==> src/rtl/ikaopll_bus_rx.sv <==
// ---------------------------------------------------------------------------
// ikaopll_bus_rx
//   Receive side of the YM2413-style CPU write bus for the IKAOPLL core.
//   The asynchronous bus pins are synchronized into the i_EMUCLK domain.
//   Address and data strobes are decoded, and each address/data pair is
//   queued as one register-write record. Records drain to the register
//   file over a valid/ready handshake.
//
//   Optional feature macro: IKAOPLL_BUSRX_TIMING_CHECK_EN
//     When defined, a busy counter models the chip's post-write wait times.
//     o_BUSY and o_TIMING_ERR are driven from it. When undefined, both
//     outputs are tied low.
//
// Ports
//   i_EMUCLK        system clock, rising edge
//   i_RST           asynchronous active-high reset
//   i_phiM_PCEN_n   phiM clock enable, active-low
//   i_CS_n, i_WR_n  asynchronous bus strobes
//   i_A0            asynchronous bus address select (0 = address, 1 = data)
//   i_D             asynchronous bus data
//   o_REG_ADDR      register address of the FIFO head
//   o_REG_DATA      register data of the FIFO head
//   o_REG_VALID     FIFO head valid
//   i_REG_READY     consumer accepts the head
//   o_FIFO_LEVEL    FIFO occupancy, 0 .. 2**FIFO_AW
//   o_OVF           sticky: data write dropped on a full FIFO
//   o_BUSY          post-write wait period active
//   o_TIMING_ERR    sticky: strobe committed while busy
// ---------------------------------------------------------------------------
module ikaopll_bus_rx #(
   parameter int unsigned SYNC_STAGES = 2,
   parameter int unsigned FIFO_AW     = 2,
   parameter int unsigned ADDR_WAIT   = 12,
   parameter int unsigned DATA_WAIT   = 84
) (
   input  logic               i_EMUCLK,
   input  logic               i_RST,
   input  logic               i_phiM_PCEN_n,
   input  logic               i_CS_n,
   input  logic               i_WR_n,
   input  logic               i_A0,
   input  logic [7:0]         i_D,
   output logic [7:0]         o_REG_ADDR,
   output logic [7:0]         o_REG_DATA,
   output logic               o_REG_VALID,
   input  logic               i_REG_READY,
   output logic [FIFO_AW:0]   o_FIFO_LEVEL,
   output logic               o_OVF,
   output logic               o_BUSY,
   output logic               o_TIMING_ERR
);

   localparam int unsigned DEPTH = 1 << FIFO_AW;
   localparam logic [FIFO_AW:0] FULL_LVL = {1'b1, {FIFO_AW{1'b0}}};

   // ------------------------------------------------------------------
   // Input synchronizers
   // ------------------------------------------------------------------
   logic [SYNC_STAGES-1:0] cs_sr;
   logic [SYNC_STAGES-1:0] wr_sr;
   logic [SYNC_STAGES-1:0] a0_sr;
   logic [7:0]             d_sr [SYNC_STAGES];

   // The CS/WR chains reset to the active level. The ARM state therefore
   // waits until a genuinely idle bus has propagated through the chain,
   // and a strobe held across reset release is never decoded.
   always_ff @(posedge i_EMUCLK or posedge i_RST) begin
      if (i_RST) begin
         cs_sr <= '0;
         wr_sr <= '0;
         a0_sr <= '0;
         for (int unsigned i = 0; i < SYNC_STAGES; i++) d_sr[i] <= '0;
      end else begin
         cs_sr   <= {cs_sr[SYNC_STAGES-2:0], i_CS_n};
         wr_sr   <= {wr_sr[SYNC_STAGES-2:0], i_WR_n};
         a0_sr   <= {a0_sr[SYNC_STAGES-2:0], i_A0};
         d_sr[0] <= i_D;
         for (int unsigned i = 1; i < SYNC_STAGES; i++) d_sr[i] <= d_sr[i-1];
      end
   end

   logic       strobe;
   logic       a0_s;
   logic [7:0] d_s;

   assign strobe = ~(cs_sr[SYNC_STAGES-1] | wr_sr[SYNC_STAGES-1]);
   assign a0_s   = a0_sr[SYNC_STAGES-1];
   assign d_s    = d_sr[SYNC_STAGES-1];

   // ------------------------------------------------------------------
   // Strobe decode FSM
   // ------------------------------------------------------------------
   typedef enum logic [1:0] {
      ST_ARM,
      ST_IDLE,
      ST_STROBE,
      ST_COMMIT
   } state_t;

   state_t state;
   state_t state_nxt;
   logic   capture;
   logic   commit;

   always_ff @(posedge i_EMUCLK or posedge i_RST) begin
      if (i_RST) state <= ST_ARM;
      else       state <= state_nxt;
   end

   always_comb begin
      state_nxt = state;
      case (state)
         ST_ARM:    if (!strobe) state_nxt = ST_IDLE;
         ST_IDLE:   if (strobe)  state_nxt = ST_STROBE;
         ST_STROBE: if (!strobe) state_nxt = ST_COMMIT;
         ST_COMMIT: state_nxt = ST_IDLE;
         default:   state_nxt = ST_ARM;
      endcase
   end

   // Capture also runs on the IDLE cycle that first sees the strobe, so a
   // single synchronized active cycle still yields a valid A0/D sample.
   always_comb begin
      capture = 1'b0;
      commit  = 1'b0;
      case (state)
         ST_IDLE:   capture = strobe;
         ST_STROBE: capture = strobe;
         ST_COMMIT: commit  = 1'b1;
         default:   ;
      endcase
   end

   logic       cap_a0;
   logic [7:0] cap_d;
   logic [7:0] addr_lat;

   always_ff @(posedge i_EMUCLK or posedge i_RST) begin
      if (i_RST) begin
         cap_a0 <= 1'b0;
         cap_d  <= '0;
      end else if (capture) begin
         cap_a0 <= a0_s;
         cap_d  <= d_s;
      end
   end

   always_ff @(posedge i_EMUCLK or posedge i_RST) begin
      if (i_RST)                 addr_lat <= '0;
      else if (commit && !cap_a0) addr_lat <= cap_d;
   end

   // ------------------------------------------------------------------
   // Record FIFO
   // ------------------------------------------------------------------
   logic [7:0]         mem_addr [DEPTH];
   logic [7:0]         mem_data [DEPTH];
   logic [FIFO_AW-1:0] wr_ptr;
   logic [FIFO_AW-1:0] rd_ptr;
   logic [FIFO_AW:0]   level;
   logic [7:0]         last_addr;
   logic [7:0]         last_data;
   logic               valid;
   logic               full;
   logic               push;
   logic               push_ok;
   logic               pop;
   logic               ovf;

   assign valid   = (level != '0);
   assign full    = (level == FULL_LVL);
   assign push    = commit & cap_a0;
   assign pop     = valid & i_REG_READY;
   // A full FIFO still accepts a push when the head leaves in the same cycle.
   assign push_ok = push & (~full | pop);

   always_ff @(posedge i_EMUCLK) begin
      if (push_ok) begin
         mem_addr[wr_ptr] <= addr_lat;
         mem_data[wr_ptr] <= cap_d;
      end
   end

   always_ff @(posedge i_EMUCLK or posedge i_RST) begin
      if (i_RST) begin
         wr_ptr    <= '0;
         rd_ptr    <= '0;
         level     <= '0;
         last_addr <= '0;
         last_data <= '0;
         ovf       <= 1'b0;
      end else begin
         if (push_ok) wr_ptr <= wr_ptr + 1'b1;
         if (pop) begin
            rd_ptr    <= rd_ptr + 1'b1;
            last_addr <= mem_addr[rd_ptr];
            last_data <= mem_data[rd_ptr];
         end
         case ({push_ok, pop})
            2'b10:   level <= level + 1'b1;
            2'b01:   level <= level - 1'b1;
            default: level <= level;
         endcase
         if (push && !push_ok) ovf <= 1'b1;
      end
   end

   // When empty, the outputs keep showing the most recently popped record.
   assign o_REG_ADDR   = valid ? mem_addr[rd_ptr] : last_addr;
   assign o_REG_DATA   = valid ? mem_data[rd_ptr] : last_data;
   assign o_REG_VALID  = valid;
   assign o_FIFO_LEVEL = level;
   assign o_OVF        = ovf;

   // ------------------------------------------------------------------
   // Post-write wait checker
   // ------------------------------------------------------------------
`ifdef IKAOPLL_BUSRX_TIMING_CHECK_EN
   localparam int unsigned WAIT_MAX = (ADDR_WAIT > DATA_WAIT) ? ADDR_WAIT : DATA_WAIT;
   localparam int unsigned CW       = $clog2(WAIT_MAX + 1);

   logic [CW-1:0] busy_cnt;
   logic          terr;

   always_ff @(posedge i_EMUCLK or posedge i_RST) begin
      if (i_RST) begin
         busy_cnt <= '0;
         terr     <= 1'b0;
      end else begin
         if (commit) begin
            busy_cnt <= cap_a0 ? CW'(DATA_WAIT) : CW'(ADDR_WAIT);
            if (busy_cnt != '0) terr <= 1'b1;
         end else if (!i_phiM_PCEN_n && busy_cnt != '0) begin
            busy_cnt <= busy_cnt - 1'b1;
         end
      end
   end

   assign o_BUSY       = (busy_cnt != '0);
   assign o_TIMING_ERR = terr;
`else
   logic unused_pcen;

   assign unused_pcen  = i_phiM_PCEN_n;
   assign o_BUSY       = 1'b0;
   assign o_TIMING_ERR = 1'b0;
`endif

endmodule

==> config.mk <==
export PLATFORM = sky130hd
export DESIGN_NAME = ikaopll_bus_rx
export DESIGN_NICKNAME = d
export VERILOG_FILES = /design/src/rtl/ikaopll_bus_rx.sv
export SDC_FILE = /design/constraint.sdc
export NUM_CORES = 1
export LEC_CHECK = 0
export CORE_ASPECT_RATIO = 0.8
export CORE_MARGIN = 2
export CORE_UTILIZATION = 57
export CTS_CLUSTER_DIAMETER = 50
export DETAILED_ROUTE_END_ITERATION = 8
export GPL_ROUTABILITY_DRIVEN = 0
export GPL_TIMING_DRIVEN = 1
export PLACE_DENSITY = 0.78
export RECOVER_POWER = 100
export SKIP_CTS_REPAIR_TIMING = 1
export SYNTH_ARGS = -nofsm -noshare
export SYNTH_HDL_FRONTEND = slang
export SYNTH_SLANG_ARGS = --single-unit
export TNS_END_PERCENT = 5
==> constraint.sdc <==
create_clock -name i_EMUCLK -period 2.6 [get_ports i_EMUCLK]
set_clock_uncertainty 0.15 [all_clocks]
set_input_delay 0.39 -clock i_EMUCLK [delete_from_list [all_inputs] [get_ports i_EMUCLK]]
set_output_delay 0.39 -clock i_EMUCLK [all_outputs]
set_load 0.005 [all_outputs]
**Yosys cells after proc, flatten, opt, wreduce, memory -nomap -nowiden**

Memories as Yosys holds them, arrays and structs flattened.
Cells that the tools add are included.

- Register bits after elaboration: 65
- RAM bits: 64
- Input bits: 15
- Word-level logic and storage cells: 57
- Memories: 2

- Add/sub/neg operators: 4
- Eq/ne operators: 9
- Muxes and demuxes: 11
- Bitwise logic cells: 7
- Reduce and logical (&&, ||, !) cells: 9

Memories:

| name | words | bits a word | rd ports | clocked after Yosys merged registers in | wr ports | RTL line | text |
|---|---|---|---|---|---|---|---|
| mem_addr | 4 | 8 | 1 | 0 | 1 | 156 | `logic [7:0] mem_addr [DEPTH];` |
| mem_data | 4 | 8 | 1 | 0 | 1 | 157 | `logic [7:0] mem_data [DEPTH];` |

Operators with widths:

| operator | number |
|---|---|
| $mux 8 | 2 |
| $pmux 2 s4 | 1 |
| $eq 2x2->1 const B | 3 |
| $mux 2 | 3 |
| $ne 2x2->1 const B | 3 |
| $pmux 3 s2 | 1 |
| $add 2x1->2 const B | 2 |
| $eq 2x1->1 const B | 2 |
| $mux 1 | 4 |
| $add 3x1->3 const B | 1 |
| $and 1x1->1 | 3 |
| $eq 3x3->1 const B | 1 |
| $reduce_and 3->1 | 1 |
| $reduce_bool 3->1 | 1 |
| $sub 3x1->3 const B | 1 |
| $logic_and 1x1->1 | 2 |
| $logic_not 1->1 | 2 |
| $logic_not 2->1 | 1 |
| $not 1->1 | 2 |
| $or 1x1->1 | 2 |
| $reduce_bool 2->1 | 1 |
| $reduce_or 2->1 | 1 |

**Longest topological paths before layout**

Gate-level depths: netlist of run 1.

- Depth in word-level cells: 6
- Depth in mapped cells: 8
- Gate-level depth less buffers: 7

**Worst setup path before layout of run 1**

Ideal clock, no wire load.

- Path type: flip-flop to flip-flop
- Start point: reg state[0]
- End point: reg level[2], in the netlist o_FIFO_LEVEL[2]
- Data arrival time: 2.130 ns
- Data required time: 2.356 ns
- Setup slack: 0.226 ns
- Cell stages (with the launch flop): 8
- Path buffers: 1
- Period minus slack after synthesis: 2.374 ns
- Cells stage by stage: dfrtp_1 > ha_1 > clkbuf_1 > nand2_1 > nand2_1 > fa_1 > or4_1 > a221oi_2

- Word-level cells in the longest chain between the ends: 6
- Elaborated cells between the ends (all ways): 8
- Classes of those cells: 3 x eq/ne; 2 x mux; 2 x bitwise; 1 x reduce/logical

RTL lines:

| element | RTL line | text |
|---|---|---|
| start: declaration | 100 | `state_t state;` |
| start signal: assignment | 107 | `else state <= state_nxt;` |
| $eq 2x2->1 (*) | 126 | `case (state)` |
| $mux 1 (*) | 126 |  |
| $and 1x1->1 (*) | 172 | `assign push = commit & cap_a0;` |
| $and 1x1->1 (*) | 175 | `assign push_ok = push & (~full \| pop);` |
| $eq 2x1->1 or $eq 2x2->1 (tied branches) | 199 | `case ({push_ok, pop})` |
| $pmux 3 s2 or $reduce_bool 2->1 (tied branches) | n/a |  |
| end signal: assignment | 200 | `2'b10: level <= level + 1'b1;` |
| end signal: assignment | 201 | `2'b01: level <= level - 1'b1;` |
| end signal: assignment | 202 | `default: level <= level;` |
| end: declaration | 160 | `logic [FIFO_AW:0] level;` |

Every way passes the cells marked *; elsewhere a longest branch is shown, timed or not.
A chain may end at the register's enable or synchronous reset.

**Final worst setup path of run 1**

- Start point: reg rd_ptr[0]
- End point: out o_REG_ADDR[1]

- Word-level cells in the longest chain between the ends: 2

RTL lines:

| element | RTL line | text |
|---|---|---|
| start: declaration | 159 | `logic [FIFO_AW-1:0] rd_ptr;` |
| start signal: assignment | 195 | `rd_ptr <= rd_ptr + 1'b1;` |
| $mem_v2 4x8 | n/a |  |
| $mux 8 | 209 | `assign o_REG_ADDR = valid ? mem_addr[rd_ptr] : last_addr;` |
| end: declaration | 43 | `output logic [7:0] o_REG_ADDR,` |

Every way passes these cells.

==> results.cfg, run 1 <==
[global_routing]
grt_pass1_vias = 2475
grt_max_degree = 66
antenna_found_initial = 0
grt_usage = 0.206
grt_pass1_wl_mm = 13.6
overflow = 0

[routing]
drt_wl_total_mm = 9.47
postRouteAntennaNets = 0
drc_errors = 0
drt_iter0_markers = 165
num_vias = 2584
first_pass_iters = 4
via_per_inst = 5.67
wire_per_inst_microns = 20.8

[setup_path]
cpPeakStageDelay_ns = 0.53
worst_setup_path_end_kind = output port
path_class = flop to output port
crit_path_start_kind = flop
cp_top_family = multiplexers
worstPathRequired_ns = 2.06
cp_num_buf_inv = 3
crit_chain = clkbuf_16 -> buf_8 -> mux4_2 -> mux2_4 -> clkbuf_2
cp_max_fo = 3
worstPathArrival_ns = 2.15
slowest_stage = mux4_2

[timing]
fmax_mhz = 372
rsz0062_at_grt = true
fin_ws_ns = -0.0896
fin_crit_sh = 1.03
setup_viol = 17
final-hold-violation-count = 0
max_slew_margin = -0.0651
fin_tns_setup_ns = -1.08
fin_crit_ns = 2.69
drv_slew = 66
tightest_slew_ns = 1.60

[cts]
htree_levels = 4
clk_latency_ns = 0.52
numClockSinks = 129
clockBufferDepth = 2
cts_tree = done
cts_root_buf = clkbuf_8
cts_made_buffers = 17
clkTransAtPathRegs_ns = 0.06

[pwr]
power_leakage_nw = 2.49
combPwrFrac = 0.306
vdd_ir_drop_max_uv = 581
p_int_mw = 6.05
switching_share = 0.280
power.total_mw = 8.40
switchingPower_mw = 2.35
p_per_area_nw_per_um2 = 1340
p_seq_frac = 0.388
clkPwrFrac = 0.306

[worst_hold_path]
hp-class = flop to flop

[yosys]
yosys_warnings = 0
synth_area_leaders = edfxtp_1, dfrtp_1, mux2_2, mux4_2, ha_1
synth-seq-cells = 129
ys_types = 39
ys_async_sr_fraction = 0.504
syn_avg_cell_area_sq_um = 18.6
synth_cells = 268
synth-edff-count = 64
synth_top_area_cell = edfxtp_1
synth.cell_area_sq_um = 5000
seq_area_frac_synth = 0.710
synth.top_cell.area_share = 0.385
synth-main-ff-cell = dfrtp_1

[die]
std_cell_rows = 30
initial_utilization = 0.589
die-height_microns = 87.7
ios = 38
core_area_sq_um = 8480
fp.dieArea_sq_um = 9530
die_w_microns = 109

[cells_and_area]
multi_input_area_sq_um = 1400
ff_latch_area_sq_um = 3550
layout-drive-gt1-share = 0.384
final_cells = 456
final_cell_mix = dfrtp_1, edfxtp_1, mux2_2, clkbuf_2, clkbuf_16
diodes = 0
finalNetCount = 356
synthToLayoutAreaGrowth_pct = 25.0
fill_cells = 494

[place]
io_buffers = 34
placed_cells = 414
hpwl_mm = 4.88
dp_slack_ns = 0.0449

[outcome]
violations = max-capacitance violations, max-slew violations, negative setup slack
outcome = finished with violations

[run]
maxCapViolations = 1
==> final cells by class <==
cell class	instances	share of cell area
Sequential cell	129	0.568
Multi-Input combinational cell	119	0.224
Timing Repair Buffer	57	0.0789
Clock buffer	20	0.0681
Clock inverter	12	0.0341
Tap cell	112	0.0224
Inverter	7	0.00421
==> through the flow <==
stage / utilization / area [sq um] / hold WS [ns]
global route: 0.736 / 6250 / 0.201
CTS: 0.733 / 6220 / 0.0991
finish: 0.736 / 6250 / 0.197
floorplan: - / 5000 / 0.181
global placement: 0.658 / 5580 / 0.182
detailed placement: 0.658 / 5580 / 0.185
==> worst paths after layout <==
kind,cells past startpoint,slack [ns],startpoint,endpoint
hold / removal,0,0.20,d_sr[15],d_s[7]
setup reg to reg,4,0.07,o_FIFO_LEVEL[0],o_FIFO_LEVEL[2]
setup / recovery,5,-0.09,rd_ptr[0],o_REG_ADDR[1]
hold reg to reg,0,0.20,d_sr[15],d_s[7]
max in group asynchronous,3,0.51,i_RST,rd_ptr[0]
min in group asynchronous,3,0.69,i_RST,d_sr[10]
==> power by group through the flow <==
stage	Clock [mW]	Sequential [mW]	Combinational, mW
finish	2.57	3.25	2.57
global route	2.70	3.33	2.78
CTS	2.61	3.23	2.45
detailed placement	0	3.24	2.41
global placement	0	3.18	2.34
floorplan	0	3.09	1.54
==> state kept, by name (all words and copies together) (netlist names), 3 cells and up <==
| name | cells |
|---|---|
| d_s | 8 |
| cap_d | 8 |
| d_sr | 8 |
| last_addr | 8 |
| mem_addr | 32 |
| mem_data | 32 |
| o_FIFO_LEVEL | 3 |
| last_data | 8 |
| addr_lat | 8 |
==> layer usage <==
layer	vias up	GRT usage	part of all wire
met5	-	0	0
met4	0	0.105	0.013
met3	10	0.0647	0.062
met2	86	0.307	0.50
met1	1347	0.278	0.42
li1	1141	-	-
==> kinds of logic (layout without fill, tap and decap cells) <==
group | after synthesis | after routing | synth area share
other | 1 | 2 | 0.000751
AND/OR/NAND/NOR | 24 | 24 | 0.0291
flip-flops | 129 | 129 | 0.710
buffers and inverters | 21 | 96 | 0.0195
multiplexers | 68 | 68 | 0.189
AO/OA/AOI/OAI | 12 | 12 | 0.0195
XOR/XNOR | 3 | 3 | 0.00526
adder cells (fa/ha/maj) | 10 | 10 | 0.0265
==> synthesized netlist by cell type (3+ instances only) <==
cell type,instances
edfxtp_1,64
clkbuf_1,4
mux2_2,51
nand2_1,3
and2_1,5
ha_1,9
buf_4,3
dfrtp_1,65
buf_2,6
inv_1,7
mux4_2,16
==> worst reg2reg max path: cells and delay by family, from the launching register on <==
kind                   cells  cell delay, ns
and+or+nand+nor            1            0.70
AOI/OAI and AO/OA          2            0.61
DFF                        1            0.46
buffers and inverters      1            0.51
Power figures use the tool's default switching activity.
==> run 2: changes to the inputs <==
==> constraint.sdc (replaced) <==
create_clock -name i_EMUCLK -period 2.6 [get_ports i_EMUCLK]
set_clock_uncertainty 0.15 [all_clocks]
set_input_delay 0.52 -clock i_EMUCLK [delete_from_list [all_inputs] [get_ports i_EMUCLK]]
set_output_delay 0.52 -clock i_EMUCLK [all_outputs]
set_load 0.005 [all_outputs]
==> results.cfg, run 2 (synthesized netlist as in run 1, its figures left out) <==
[outcome]
outcome = finished with violations
violations = max-capacitance violations, max-slew violations, negative setup slack

[die]
die_w_microns = 109
std_cell_rows = 30
ios = 38
initial_utilization = 0.589
fp.dieArea_sq_um = 9530
core_area_sq_um = 8480
die-height_microns = 87.7

[routing]
num_vias = 2627
drt_wl_total_mm = 9.92
first_pass_iters = 4
drc_errors = 0
wire_per_inst_microns = 21.6
postRouteAntennaNets = 0
drt_iter0_markers = 229
via_per_inst = 5.72

[timing]
max_slew_margin = -0.0661
rsz0062_at_grt = true
fin_crit_ns = 2.90
fmax_mhz = 345
drv_slew = 66
fin_ws_ns = -0.301
final-hold-violation-count = 0
fin_crit_sh = 1.12
hold-worst-slack_ns = 0.196
tightest_slew_ns = 1.60
setup_viol = 17

[cts]
clockBufferDepth = 2
cts_root_buf = clkbuf_8
htree_levels = 4
cts_made_buffers = 17
cts_tree = done
clkTransAtPathRegs_ns = 0.06
clk_latency_ns = 0.51
numClockSinks = 129

[global_routing]
grt.busiest_layer = met2
grt.met2_usage = 0.328
grt_max_degree = 66
overflow = 0
grt_pass1_wl_mm = 14.1
grt_use_met3 = 0.0670
grt_pass1_vias = 2590
grt_usage = 0.209
met1_usage = 0.278
antenna_found_initial = 0

[pwr]
power.total_mw = 8.35
power_leakage_nw = 2.52
vdd_ir_drop_max_uv = 911
p_per_area_nw_per_um2 = 1330

[place]
placed_cells = 418
hpwl_mm = 4.95
io_buffers = 34
dp_slack_ns = -0.0318

[cells_and_area]
layout-drive-gt1-share = 0.383
finalNetCount = 359
diodes = 0
synthToLayoutAreaGrowth_pct = 25.5
final_cell_mix = dfrtp_1, edfxtp_1, mux2_2, clkbuf_16, clkbuf_2
reg.largest.list = mem_addr: 32 flops, mem_data: 32 flops
final_cells = 459

[setup_path]
cp_max_fo = 5
cpPeakStageDelay_ns = 0.53
worstPathRequired_ns = 1.93
worst_setup_path_end_kind = output port
cp_num_buf_inv = 4
path_class = flop to output port
worstPathArrival_ns = 2.23
slowest_stage = mux4_2
cp_top_family = multiplexers
crit_chain = buf_6 -> clkbuf_16 -> buf_12 -> mux4_2 -> mux2_4 -> clkbuf_2
crit_path_start_kind = flop

[worst_hold_path]
hp-class = flop to flop

[run]
maxCapViolations = 1
[run 2: cell types whose count changed in the layout (fill, tap and decap cells not counted), sizes merged, moves of 2 or more]
cell,before,now
clkinv,5,3
clkbuf,47,54
buf,12,14
bufinv,6,1
[run 2: path summary, 6_finish.rpt]
kind	end	cells past startpoint	slack [ns]	start
max	o_REG_ADDR[4]	6	-0.30	rd_ptr[0]
min reg2reg	d_s[6]	0	0.20	d_sr[14]
max reg2reg	o_FIFO_LEVEL[2]	5	0.03	o_FIFO_LEVEL[0]
min in group asynchronous	last_addr[6]	3	0.85	i_RST
min	d_s[6]	0	0.20	d_sr[14]
max in group asynchronous	rd_ptr[0]	3	0.39	i_RST
[run 2: area by class of cell]
cell class	instances	area (sq um)
inverters	7	26.3
clock buffers	27	567
clock inverters	5	57.6
fillers	480	2210
well taps	112	140
flip-flops and latches	129	3550
repair buffers	60	522
multi-input cells	119	1410
[run 2: per-layer routing]
metal	wire, microns	share of wire	vias up
met5	0	0	-
met4	232	0.023	0
met3	539	0.054	20
met2	5060	0.51	115
met1	4080	0.41	1352
li1	-	-	1140
[run 2: power by group]
group	internal, mW	switching (mW)	leakage (nW)
clock	1.58	0.850	0.306
combinational	1.54	1.15	0.871
sequential	2.83	0.410	1.34
total	5.94	2.41	2.52
[run 2: through the flow]
stage | setup TNS, ns | area [sq um] | utilization
final | -3.24 | 6270 | 0.739
after floorplan | 0 | 5000 | -
after CTS | -7.34 | 6250 | 0.737
after detailed placement | -0.0318 | 5620 | 0.663
after global routing | -4.15 | 6270 | 0.739
after global placement | -0.00713 | 5620 | 0.663
